<file path="src/rtl/fetch_sequencer.sv">
// Fetch sequencer: owns the PC, issues credit-limited in-order imem requests and buffers
// epoch-tagged responses for decode. Define FETCH_REDIRECT_SQUASH_EN to flush the buffer on redirect.
module fetch_sequencer #(
    parameter logic [31:0] START_ADDRESS = 32'h0000_0000,
    parameter int unsigned DEPTH         = 4
) (
    input  logic        clk,
    input  logic        reset,
    input  logic        redirect,
    input  logic [31:0] redirect_pc,
    output logic        imem_req,
    output logic [31:0] imem_addr,
    input  logic        imem_gnt,
    input  logic        imem_rvalid,
    input  logic [31:0] imem_rdata,
    output logic        inst_valid,
    input  logic        inst_ready,
    output logic [31:0] inst_data,
    output logic [31:0] inst_pc,
    output logic [3:0]  inst_tag,
    output logic        err
);

    localparam int unsigned PW = $clog2(DEPTH);
    localparam int unsigned CW = PW + 1;
    localparam logic [CW-1:0] DEPTH_C = CW'(DEPTH);

    typedef enum logic [1:0] {StBoot, StRun, StStall} state_e;

    state_e        state_q;
    logic [31:0]   pc_q;
    logic [3:0]    tag_q;
    logic          err_q;

    logic [31:0]   fl_pc_q  [DEPTH];
    logic [3:0]    fl_tag_q [DEPTH];
    logic [PW-1:0] fl_wr_q, fl_rd_q;
    logic [CW-1:0] inflight_q, inflight_d;

    logic [31:0]   buf_data_q [DEPTH];
    logic [31:0]   buf_pc_q   [DEPTH];
    logic [3:0]    buf_tag_q  [DEPTH];
    logic [PW-1:0] buf_wr_q, buf_rd_q;
    logic [CW-1:0] count_q, count_d;
    logic [CW-1:0] total_d;

    logic issue, resp, accept, pop, err_set;

    assign imem_req   = (state_q == StRun) && !redirect;
    assign imem_addr  = pc_q;
    assign issue      = imem_req && imem_gnt;
    assign resp       = imem_rvalid && (inflight_q != '0);
    assign err_set    = imem_rvalid && (inflight_q == '0);
    // Responses from a superseded epoch, or arriving during a redirect, only release their credit.
    assign accept     = resp && (fl_tag_q[fl_rd_q] == tag_q) && !redirect;
    assign inst_valid = count_q != '0;
    assign pop        = inst_valid && inst_ready;
    assign inst_data  = buf_data_q[buf_rd_q];
    assign inst_pc    = buf_pc_q[buf_rd_q];
    assign inst_tag   = buf_tag_q[buf_rd_q];
    assign err        = err_q;

    always_comb begin
        inflight_d = inflight_q + CW'(issue) - CW'(resp);
`ifdef FETCH_REDIRECT_SQUASH_EN
        count_d = redirect ? '0 : count_q + CW'(accept) - CW'(pop);
`else
        count_d = count_q + CW'(accept) - CW'(pop);
`endif
        total_d = inflight_d + count_d;
    end

    always_ff @(posedge clk or posedge reset) begin
        if (reset) begin
            state_q <= StBoot;
            pc_q    <= START_ADDRESS;
            tag_q   <= 4'd0;
            err_q   <= 1'b0;
        end else begin
            case (state_q)
                StBoot:  state_q <= StRun;
                default: state_q <= (total_d == DEPTH_C) ? StStall : StRun;
            endcase
            if (redirect) begin
                pc_q  <= redirect_pc & ~32'h3;
                tag_q <= tag_q + 4'd1;
            end else if (issue) begin
                pc_q <= pc_q + 32'd4;
            end
            if (err_set) err_q <= 1'b1;
        end
    end

    always_ff @(posedge clk or posedge reset) begin
        if (reset) begin
            for (int unsigned i = 0; i < DEPTH; i++) begin
                fl_pc_q[i]    <= '0;
                fl_tag_q[i]   <= '0;
                buf_data_q[i] <= '0;
                buf_pc_q[i]   <= '0;
                buf_tag_q[i]  <= '0;
            end
            fl_wr_q    <= '0;
            fl_rd_q    <= '0;
            inflight_q <= '0;
            buf_wr_q   <= '0;
            buf_rd_q   <= '0;
            count_q    <= '0;
        end else begin
            if (issue) begin
                fl_pc_q[fl_wr_q]  <= pc_q;
                fl_tag_q[fl_wr_q] <= tag_q;
                fl_wr_q           <= fl_wr_q + PW'(1);
            end
            if (resp) fl_rd_q <= fl_rd_q + PW'(1);
            inflight_q <= inflight_d;

            if (accept) begin
                buf_data_q[buf_wr_q] <= imem_rdata;
                buf_pc_q[buf_wr_q]   <= fl_pc_q[fl_rd_q];
                buf_tag_q[buf_wr_q]  <= fl_tag_q[fl_rd_q];
                buf_wr_q             <= buf_wr_q + PW'(1);
            end
`ifdef FETCH_REDIRECT_SQUASH_EN
            if (redirect) buf_rd_q <= buf_wr_q;
            else if (pop) buf_rd_q <= buf_rd_q + PW'(1);
`else
            if (pop) buf_rd_q <= buf_rd_q + PW'(1);
`endif
            count_q <= count_d;
        end
    end

endmodule

</file>
<file path="config.mk">
export PLATFORM = sky130hd
export DESIGN_NAME = fetch_sequencer
export DESIGN_NICKNAME = d
export VERILOG_FILES = /design/src/rtl/fetch_sequencer.sv
export SDC_FILE = /design/constraint.sdc
export NUM_CORES = 1
export LEC_CHECK = 0
export CORE_MARGIN = 4
export CORE_UTILIZATION = 48
export DETAILED_ROUTE_END_ITERATION = 10
export PLACE_DENSITY = 0.77
export SYNTH_ARGS = -nofsm -noshare
export SYNTH_HDL_FRONTEND = slang
export SYNTH_SLANG_ARGS = --single-unit
</file>
<file path="constraint.sdc">
create_clock -name clk -period 14.55 [get_ports clk]
set_clock_uncertainty 0.15 [all_clocks]
set_input_delay 2.91 -clock clk [delete_from_list [all_inputs] [get_ports clk]]
set_output_delay 2.91 -clock clk [all_outputs]
set_load 0.02 [all_outputs]
</file>
; Yosys cells after proc, flatten, opt, wreduce, memory -nomap -nowiden
; Index checks and enable logic that the tools add are counted.
; Widths: inputs -> output; s select.
[classes]
order_cmp = 6
add_sub_neg = 11
n_bitwise = 4
n_mux = 32
n_reduce_logical = 15
n_eq_ne = 3
[ops]
columns = operator, count
row1 = $bwmux 128, 3
row2 = $mux 32, 10
row3 = $bmux 32 s2, 3
row4 = $demux 32 s2, 2
row5 = $add 32x3->32 const B, 1
row6 = $bwmux 16, 2
row7 = $mux 4, 6
row8 = $bmux 4 s2, 2
row9 = $demux 4 s2, 2
row10 = $ge 3x3->1 const B, 4
row11 = $not 2->3, 4
row12 = $logic_and 1x1->1, 9
row13 = $add 2x1->2 const B, 4
row14 = $add 3x1->3, 2
row15 = $lt 3x1->1 const B, 2
row16 = $reduce_bool 3->1, 2
row17 = $sub 3x1->3, 2
row18 = $add 4x1->4 const B, 1
row19 = $eq 4x4->1, 1
row20 = $mux 2, 2
row21 = $add 3x3->3, 1
row22 = $eq 3x3->1 const B, 1
row23 = $logic_not 3->1, 1
row24 = $eq 2x1->1 const B, 1
row25 = other kinds (3), 3
[totals]
in_bits = 70
out_inout_bits = 103
regBits = 469
wordCells = 101

; Longest topological paths before layout
; Gate-level depths: netlist of the first run.
[depth]
ltp_word = 13
mapped_depth = 15
ltp_nobuf = 13

; Least setup slack after synthesis of the first run
; OpenSTA, ideal clock, no wires.
[synth_path]
kind = input -> output
from = in redirect
to = out imem_req
required_time_ns = 11.490
setup_slack_ns = 7.449
cell_stages = 4
arrival_ns = 4.041
path_buffers = 3
path_cell_list = clkbuf_1 clkbuf_1 clkbuf_1 nor3b_1
[synth_via]
elab_chain_len = 2
[synth_lines]
columns = element, line_no
row1 = start: declaration, 9  ; input logic redirect,
row2 = $logic_not 1->1, 49  ; assign imem_req = (state_q == StRun) && !redirect;
row3 = $logic_and 1x1->1, 49
row4 = end: declaration, 11  ; output logic imem_req,
; No other way between the ends.

; Worst setup path after layout of the first run
; Ends and elaborated chain as after synthesis.

==> flow_summary_export.csv, run 1 <==
group,metric,value,unit
timing,rsz0062_at_grt,"no",
critical_path,cp.arrival,4230,ps
critical_path,critPathCaptureType,"output pin",
pwr,power.share.clock,0.250,
grt,grt_usage,0.189,
clocking,root_buffer,"clkbuf_16",
finish,diodes,0,
detailed_routing,remaining_drc_errors,0,
place,io_buffers,166,
critical_path,path_class,"input pin to output pin",
run,drv_cap,0,
grt,grt_pass1_vias,12860,
grt,grt_overflow,0,
critical_path,critPathLaunchType,"input pin",
synth,yosysTopAreaCell,"dfrtp_1",
detailed_routing,antenna_left,0,
detailed_routing,routed_wl,44000,um
grt,grt_pass1_wl,72000,um
synth,netlist_area,0.0211,mm2
pwr,p_leak,11.1,nW
synth,synth_top_cells_by_area,"dfrtp_1, mux2_4, mux4_2, mux2_2, buf_12",
clocking,htree_levels,2,
status,outcome,"completed",
critical_path,critPathRequiredTime,11490,ps
pwr,internal_power,0.00359,W
clocking,cts_sinks,451,
floorplanning,dieArea,0.0474,mm2
detailed_routing,vias_per_cell,5.54,
detailed_routing,first_pass_iters,4,
timing,tightestPinTransition,1140,ps
synth,syn_avg_cell_area,16.0,um2
timing,hold_viol,0,
clocking,worst_skew_pair.late_latency,590,ps
timing,fin_ws,7260,ps
timing,slew_viol_final,0,
finish,drive_gt1_frac,0.390,
pwr,sequentialPowerShare,0.393,
timing,slew_headroom,0.243,
floorplanning,rows,76,
synth,netlist_instances,1320,
synth,netlist.area_leader.share,0.534,
synth,synth_seq_cells,451,
clocking,cts_hold_buf,0,
pwr,sw_frac_of_total,0.308,
synth,ys_seq_area_frac,0.534,
timing,fin_crit_sh,0.501,
clocking,cts_setup_buffers,0,
clocking,clkSlewWorstSetupHoldPaths,60,ps
floorplanning,core_area,0.0433,mm2
clocking,cts_tree,"yes",
timing,max_freq,137,MHz
detailed_routing,routedWlPerCell,21.1,um
place,place_worst_setup_slack,7270,ps
clocking,cts_buffer_depth,3,
min_path,min_path_type,"flop to flop",
pwr,combPwrFrac,0.358,
finish,fin_nets,1551,
synth,synth_edf_count,0,
synth,synth_ff_type,"dfrtp_1",
pwr,ir_worst_vdd,97.0,uV
synth,ys_types,52,
floorplanning,die_y,218,um
floorplanning,start_util,0.488,
pwr,p_per_area,210,mW/mm2
finish,syn2layout_area_growth,16.7,%
synth,synthArstFlopShare,1.00,
floorplanning,die_w,218,um
detailed_routing,drt_iter0_markers,607,
grt,grt_max_degree,89,
clocking,ctsResizeCount,0,
synth,yosysWarningCount,0,
clocking,cts_buffers,48,
grt,antenna_found_initial,0,
timing,final-setup-viol-count,0,
timing,fin_crit,7290,ps
pwr,p_switching,0.00160,W
timing,setup_tns,0,ps
floorplanning,io_pins,173,
place,dpl.hpwl,27100,um
place,gp_congestion,0.784,
detailed_routing,num_vias,11532,
critical_path,cp_max_fo,63,
==> worst paths after layout <==
| check | slack (ps) | from | depth (start not counted) | endpoint |
|---|---|---|---|---|
| max reg2reg | 9600 | fl_rd_q[0]$_DFFE_PP0P_ | 14 | state_q[0]$_DFF_PP0_ |
| min | 310 | err$_DFFE_PP0P_ | 1 | err$_DFFE_PP0P_ |
| min reg2reg | 310 | err$_DFFE_PP0P_ | 1 | err$_DFFE_PP0P_ |
| max | 7260 | redirect | 4 | imem_req |
| max in group asynchronous | 9070 | reset | 4 | buf_pc_q[57]$_DFFE_PP0P_ |
| min in group asynchronous | 2680 | reset | 2 | buf_data_q[56]$_DFFE_PP0P_ |
==> cell usage after synthesis (2+ instances only) <==
master and count:
o311ai_0 3, nand3b_1 3, nand2_1 66, mux2_2 179, nor2_1 7, nand3_1 9, a21oi_1 7, o21ai_0 43
o211ai_1 4, nor3_1 7, o31ai_1 6, nor3b_1 2, mux2i_1 2, xor2_1 10, nand4_1 9, and4_1 5
ha_1 15, inv_1 23, nor4_1 5, and3_4 3, mux2_4 199, clkbuf_1 50, xnor2_1 27, buf_1 10
and2_1 3, dfrtp_1 451, nor2b_1 2, buf_2 3, buf_6 7, fa_1 3, buf_4 8, a31oi_1 5
buf_12 18, nand2b_1 3, mux4_2 100, and3_1 7
==> cell usage in the layout (no fill, tap or decap), types with 9 or more instances in the layout <==
| cell type | count |
|---|---|
| mux2_2 | 179 |
| clkbuf_16 | 48 |
| xnor2_1 | 27 |
| o21ai_0 | 43 |
| ha_1 | 15 |
| buf_4 | 20 |
| clkbuf_8 | 13 |
| clkdlybuf4s50_1 | 165 |
| nand2_1 | 66 |
| mux4_2 | 100 |
| dfrtp_1 | 448 |
| nand4_1 | 9 |
| xor2_1 | 10 |
| nand3_1 | 9 |
| inv_1 | 22 |
| mux2_4 | 199 |
==> flip-flops by register name, indices dropped and copies added (netlist names), 3 cells and up <==
signal and count:
tag_q 4, fl_tag_q 16, fl_pc_q 120, imem_addr 30, inflight_q 3, buf_pc_q 120, buf_data_q 128, count_q 3
buf_tag_q 16
==> metrics by stage <==
step / instance area, um2 / hold slack (ps) / instances / util / power, W
finish: 24700 / 313 / 2081 / 0.570 / 0.00519
floorplan: 21100 / 295 / 1323 / - / 0.00336
CTS: 24700 / 314 / 2081 / 0.570 / 0.00525
detailed placement: 23000 / 300 / 1998 / 0.531 / 0.00392
global route: 24700 / 331 / 2081 / 0.570 / 0.00548
global placement: 23000 / 294 / 1998 / 0.531 / 0.00383
==> power by group through the flow <==
stage / Clock (W) / Sequential (W) / Combinational, W
global route: 0.00138 / 0.00210 / 0.00200
floorplan: 0 / 0.00192 / 0.00144
finish: 0.00129 / 0.00204 / 0.00186
detailed placement: 0 / 0.00205 / 0.00187
global placement: 0 / 0.00201 / 0.00182
CTS: 0.00133 / 0.00204 / 0.00188
==> kinds of logic after synthesis <==
family,after synthesis,synth area share
multiplexers,481,0.345
flip-flops,451,0.534
AND/OR/NAND/NOR,136,0.0329
buffers and inverters,119,0.0391
AO/OA/AOI/OAI,77,0.0218
XOR/XNOR,37,0.0153
adder cells (fa/ha/maj),18,0.0117
other,1,0.000177
==> critical path, cell delays in order <==
cell and delay, ps:
buf_2 90, buf_4 310, nor3b_1 270, clkdlybuf4s50_1 640
==> final cells by class <==
class | instances | area (um2)
fill | 3304 | 18600
inverter | 23 | 90.1
clock inverter | 15 | 280
clock buffer | 68 | 1410
timing repair buffer | 186 | 1810
tap | 585 | 732
multi-input combinational | 753 | 9040
sequential | 451 | 11300
==> per-layer routing <==
layer | share of wire | global-route usage
met2 | 0.48 | 0.313
met5 | 0 | 0
met1 | 0.45 | 0.265
met3 | 0.043 | 0.0308
met4 | 0.019 | 0.0489
(Power assumes the default switching activity.)
==> run 2, diff against run 1 <==
Clock period 14.55 ns to 6.4 ns, I/O delays scaled along.
==> flow_summary_export.csv, run 2 (synthesized netlist as in run 1, its figures left out) <==
group,metric,value,unit
critical_path,crit_buf_inv,2,
clocking,cts_sinks,451,
finish,postLayoutCoreUtil,0.572,
finish,syn2layout_area_growth,17.1,%
floorplanning,die_w,218,um
clocking,htree_levels,2,
floorplanning,rows,76,
timing,hold_viol,0,
timing,fin_crit_sh,0.736,
floorplanning,dieArea,0.0474,mm2
grt,grt_pass1_wl,72200,um
detailed_routing,num_vias,11660,
timing,final-setup-viol-count,0,
clocking,cts_buffers,49,
timing,max_freq,212,MHz
grt,antenna_found_initial,0,
finish,drive_gt1_frac,0.394,
critical_path,path_class,"flop to flop",
timing,setup_tns,0,ps
pwr,p_per_area,475,mW/mm2
min_path,worstHoldStart,"err$_DFFE_PP0P_",
finish,fin_nets,1556,
run,drv_cap,0,
floorplanning,die_y,218,um
clocking,worst_skew_pair.late_latency,580,ps
timing,tightestPinTransition,1020,ps
critical_path,cp.arrival,5000,ps
timing,hold_slack,303,ps
place,io_buffers,166,
clocking,cts_setup_buffers,0,
critical_path,crit_path_start,"fl_rd_q[1]$_DFFE_PP0P_",
floorplanning,start_util,0.488,
detailed_routing,routedWlPerCell,21.1,um
detailed_routing,vias_per_cell,5.57,
critical_path,cp_max_fo,19,
timing,slew_headroom,0.322,
place,gp_congestion,0.782,
clocking,root_buffer,"clkbuf_16",
floorplanning,core_area,0.0433,mm2
grt,grt_overflow,0,
detailed_routing,routed_wl,44200,um
detailed_routing,antenna_left,0,
floorplanning,io_pins,173,
status,outcome,"completed",
clocking,clkSlewWorstSetupHoldPaths,60,ps
finish,layout_common_cells,"dfrtp_1, mux2_4, mux2_2",
timing,rsz0062_at_grt,"no",
finish,fillers,3357,
finish,largest-register,"buf_data_q",
critical_path,reg2reg_from,"fl_rd_q[1]$_DFFE_PP0P_",
clocking,ctsResizeCount,0,
finish,reg.largest.list,"buf_data_q (128), buf_pc_q (120), fl_pc_q (120)",
finish,final_common_cell,"dfrtp_1",
place,dpl.hpwl,27900,um
critical_path,critPathRequiredTime,6690,ps
timing,slew_viol_final,0,
place,dpl.cell_count,2002,
critical_path,crit_path_top_delay_cell,"dfrtp_1",
detailed_routing,drt_iter0_markers,646,
timing,fin_crit,4710,ps
critical_path,critPathCaptureType,"flop",
finish,largest_register_ff_count,128,
critical_path,critPathMaxStageDelay,980,ps
clocking,cts_hold_buf,0,
min_path,min_path_type,"flop to flop",
pwr,ir_worst_vdd,211,uV
detailed_routing,first_pass_iters,4,
pwr,finalPower,0.0118,W
grt,grt_max_degree,95,
detailed_routing,remaining_drc_errors,0,
critical_path,path_cells,"mux4_2 > xnor2_1 > and4_1 > and2_1 > inv_1 > ha_1 > inv_1 > ha_1 > fa_1 > fa_1 > xnor2_1 > xnor2_1 > o211ai_1",
clocking,cts_buffer_depth,3,
critical_path,critPathLaunchType,"flop",
pwr,p_leak,11.2,nW
finish,finalNonFillerCells,2092,
critical_path,cp_top_family,"adder cells",
grt,grt_usage,0.190,
clocking,cts_tree,"yes",
critical_path,crit_top_cell,"xnor2_1",
finish,diodes,0,
grt,grt_pass1_vias,12841,
==> run 2: cell count changes in the layout (fill, tap and decap cells not counted), moves of 2 or more <==
cell       change
bufinv_16      -2
buf_4          -2
buf_12         +6
clkinv_2       +6
inv_6          +2
==> run 2: per-layer routing <==
metal	GRT usage	vias up	part of all wire
met3	0.0334	74	0.043
met4	0.0539	0	0.024
li1	-	5136	-
met1	0.267	6195	0.46
met2	0.307	255	0.48
met5	0	-	0
==> run 2: path summary, 6_finish.rpt <==
check,endpoint,slack [ps],depth (start not counted)
setup reg to reg,state_q[0]$_DFF_PP0_,1690,13
min in group asynchronous,buf_data_q[89]$_DFFE_PP0P_,1040,2
setup / recovery,state_q[0]$_DFF_PP0_,1690,13
max in group asynchronous,buf_data_q[97]$_DFFE_PP0P_,3590,3
hold / removal,err$_DFFE_PP0P_,300,1
hold reg to reg,err$_DFFE_PP0P_,300,1
==> run 2: per-stage QoR <==
stage	area (um2)	setup WS [ps]
final	24700	1690
after global routing	24700	1360
after CTS	24700	1650
after detailed placement	23100	1190
after global placement	23100	1220
after floorplan	21100	-1130
==> run 2: power by group <==
| part | total [W] | switching (W) | internal, W |
|---|---|---|---|
| clock network | 0.00290 | 0.00114 | 0.00176 |
| registers | 0.00471 | 0.000792 | 0.00392 |
| logic | 0.00414 | 0.00171 | 0.00243 |
==> run 2: area by class of cell <==
class | instances | area [um2] | share of cell area
clock buffers | 70 | 1440 | 0.0580
clock inverters | 20 | 240 | 0.00971
inverters | 23 | 90.1 | 0.00364
multi-input cells | 753 | 9040 | 0.365
flip-flops and latches | 451 | 11300 | 0.456
well taps | 585 | 732 | 0.0296
repair buffers | 190 | 1910 | 0.0772
==> run 3, diff against run 2 <==
Settings changed: PLACE_DENSITY 0.77 to 0.74.
Clock period 6.4 ns to 4.5 ns, I/O delays scaled along.
==> flow_summary_export.csv, run 3 (synthesized netlist as in run 1, its figures left out) <==
group,metric,value,unit
floorplanning,die_w,218,um
floorplanning,core_area,0.0433,mm2
clocking,ctsResizeCount,0,
critical_path,path_class,"flop to flop",
critical_path,critPathMaxStageDelay,630,ps
grt,grt_pass1_vias,12722,
timing,fin_ws,473,ps
clocking,cts_buffer_depth,3,
place,gp_congestion,0.773,
clocking,worst_skew_pair.late_latency,580,ps
place,dpl.hpwl,28800,um
floorplanning,io_pins,173,
run,drv_cap,0,
timing,rsz0062_at_grt,"no",
clocking,cts_hold_buf,0,
finish,drive_gt1_frac,0.398,
floorplanning,dieArea,0.0474,mm2
finish,syn2layout_area_growth,18.2,%
detailed_routing,first_pass_iters,4,
grt,grt_pass1_wl,71900,um
finish,multi_input_area,0.00904,mm2
critical_path,critPathRequiredTime,4800,ps
detailed_routing,vias_per_cell,5.52,
detailed_routing,drt_iter0_markers,749,
timing,fin_crit,4030,ps
finish,final_common_cell,"dfrtp_1",
grt,antenna_found_initial,0,
critical_path,critPathCaptureType,"flop",
finish,reg.largest.list,"buf_data_q (128), buf_pc_q (120), fl_pc_q (120)",
grt,grt_overflow,0,
status,outcome,"completed",
clocking,htree_levels,2,
grt,grt_max_degree,84,
timing,max_freq,248,MHz
timing,slew_viol_final,0,
critical_path,critPathLaunchType,"flop",
critical_path,path_cells,"mux4_2 > xnor2_1 > and4_1 > and2_1 > inv_1 > ha_1 > inv_1 > ha_1 > fa_1 > fa_1 > xnor2_1 > xnor2_1 > o211ai_1",
finish,seqCellArea,0.0113,mm2
finish,layout_common_cells,"dfrtp_1, mux2_4, mux2_2",
critical_path,cp_max_fo,10,
clocking,cts_setup_buffers,0,
finish,fillers,3329,
detailed_routing,num_vias,11623,
finish,fin_nets,1573,
critical_path,crit_top_cell,"xnor2_1",
critical_path,cp.arrival,4330,ps
detailed_routing,antenna_left,0,
timing,final-setup-viol-count,0,
place,place_worst_setup_slack,48.9,ps
floorplanning,die_y,218,um
min_path,min_path_type,"flop to flop",
clocking,root_buffer,"clkbuf_16",
timing,fin_crit_sh,0.895,
detailed_routing,routed_wl,44200,um
clocking,cts_sinks,451,
detailed_routing,routedWlPerCell,21.0,um
clocking,cts_buffers,49,
pwr,ir_worst_vdd,320,uV
timing,hold_viol,0,
pwr,p_leak,11.3,nW
clocking,clkSlewWorstSetupHoldPaths,60,ps
pwr,p_per_area,669,mW/mm2
timing,tightestPinTransition,660,ps
grt,grt_usage,0.190,
timing,slew_headroom,0.559,
detailed_routing,remaining_drc_errors,0,
critical_path,crit_path_top_delay_cell,"mux4_2",
finish,postLayoutCoreUtil,0.577,
clocking,cts_tree,"yes",
floorplanning,rows,76,
finish,largest_register_ff_count,128,
finish,largest-register,"buf_data_q",
floorplanning,start_util,0.488,
place,io_buffers,166,
finish,diodes,0,
[run 3: cell types whose count changed in the layout (fill, tap and decap cells not counted), sizes merged]
cell / before / now
inv: 25 / 22
buf: 25 / 42
clkinv: 12 / 10
bufinv: 5 / 3
clkbuf: 70 / 75
[run 3: cell type report]
class / instances / share of cell area
multi-input combinational: 753 / 0.362
tap: 585 / 0.0293
clock buffer: 75 / 0.0591
inverter: 23 / 0.00361
sequential: 451 / 0.452
clock inverter: 13 / 0.00621
timing repair buffer: 207 / 0.0872
[run 3: routing by layer]
metal	part of all wire	global-route usage	wire length [um]	up-vias
li1	-	-	-	5163
met1	0.45	0.263	19900	6155
met2	0.49	0.315	21500	246
met4	0.018	0.0394	814	0
met3	0.044	0.0376	1950	59
met5	0	0	0	-
[run 3: where the power goes]
group	switching, W	internal, W
registers	0.00103	0.00558
logic	0.00253	0.00353
clock network	0.00162	0.00242
total	0.00518	0.0115
[run 3: worst paths after layout]
check                           depth (start not counted)  slack (ps)                     endpoint                     from
worst max-delay path                                   13         470         state_q[0]$_DFF_PP0_   fl_rd_q[0]$_DFFE_PP0P_
worst min-delay path                                    2         330      fl_pc_q[50]$_DFFE_PP0P_  fl_pc_q[50]$_DFFE_PP0P_
worst max register to register                         13         470         state_q[0]$_DFF_PP0_   fl_rd_q[0]$_DFFE_PP0P_
worst min register to register                          2         330      fl_pc_q[50]$_DFFE_PP0P_  fl_pc_q[50]$_DFFE_PP0P_
max in group asynchronous                               4        2520  buf_data_q[108]$_DFFE_PP0P_                    reset
min in group asynchronous                               2         640     buf_tag_q[5]$_DFFE_PP0P_                    reset
[run 3: metrics by stage]
| stage | hold slack [ps] | std cells | cell area, um2 | power [W] | setup TNS, ps |
|---|---|---|---|---|---|
| final | 327 | 2107 | 25000 | 0.0167 | 0 |
| after floorplan | 295 | 1323 | 21100 | 0.0109 | -1194750 |
| after global routing | 352 | 2107 | 25000 | 0.0177 | 0 |
| after CTS | 329 | 2107 | 25000 | 0.0169 | 0 |
| after detailed placement | 315 | 2019 | 23300 | 0.0128 | 0 |
| after global placement | 307 | 2019 | 23300 | 0.0125 | 0 |
[run 3: critical path, delay by kind of cell, from the launching register on]
kind                     cells  cell delay [ps]
AO/OA/AOI/OAI                1              110
XOR/XNOR                     3              560
adder cells (fa/ha/maj)      4             1400
buffers and inverters        2              100
flip-flops                   1              590
multiplexers                 1              630
AND/OR/NAND/NOR              2              360
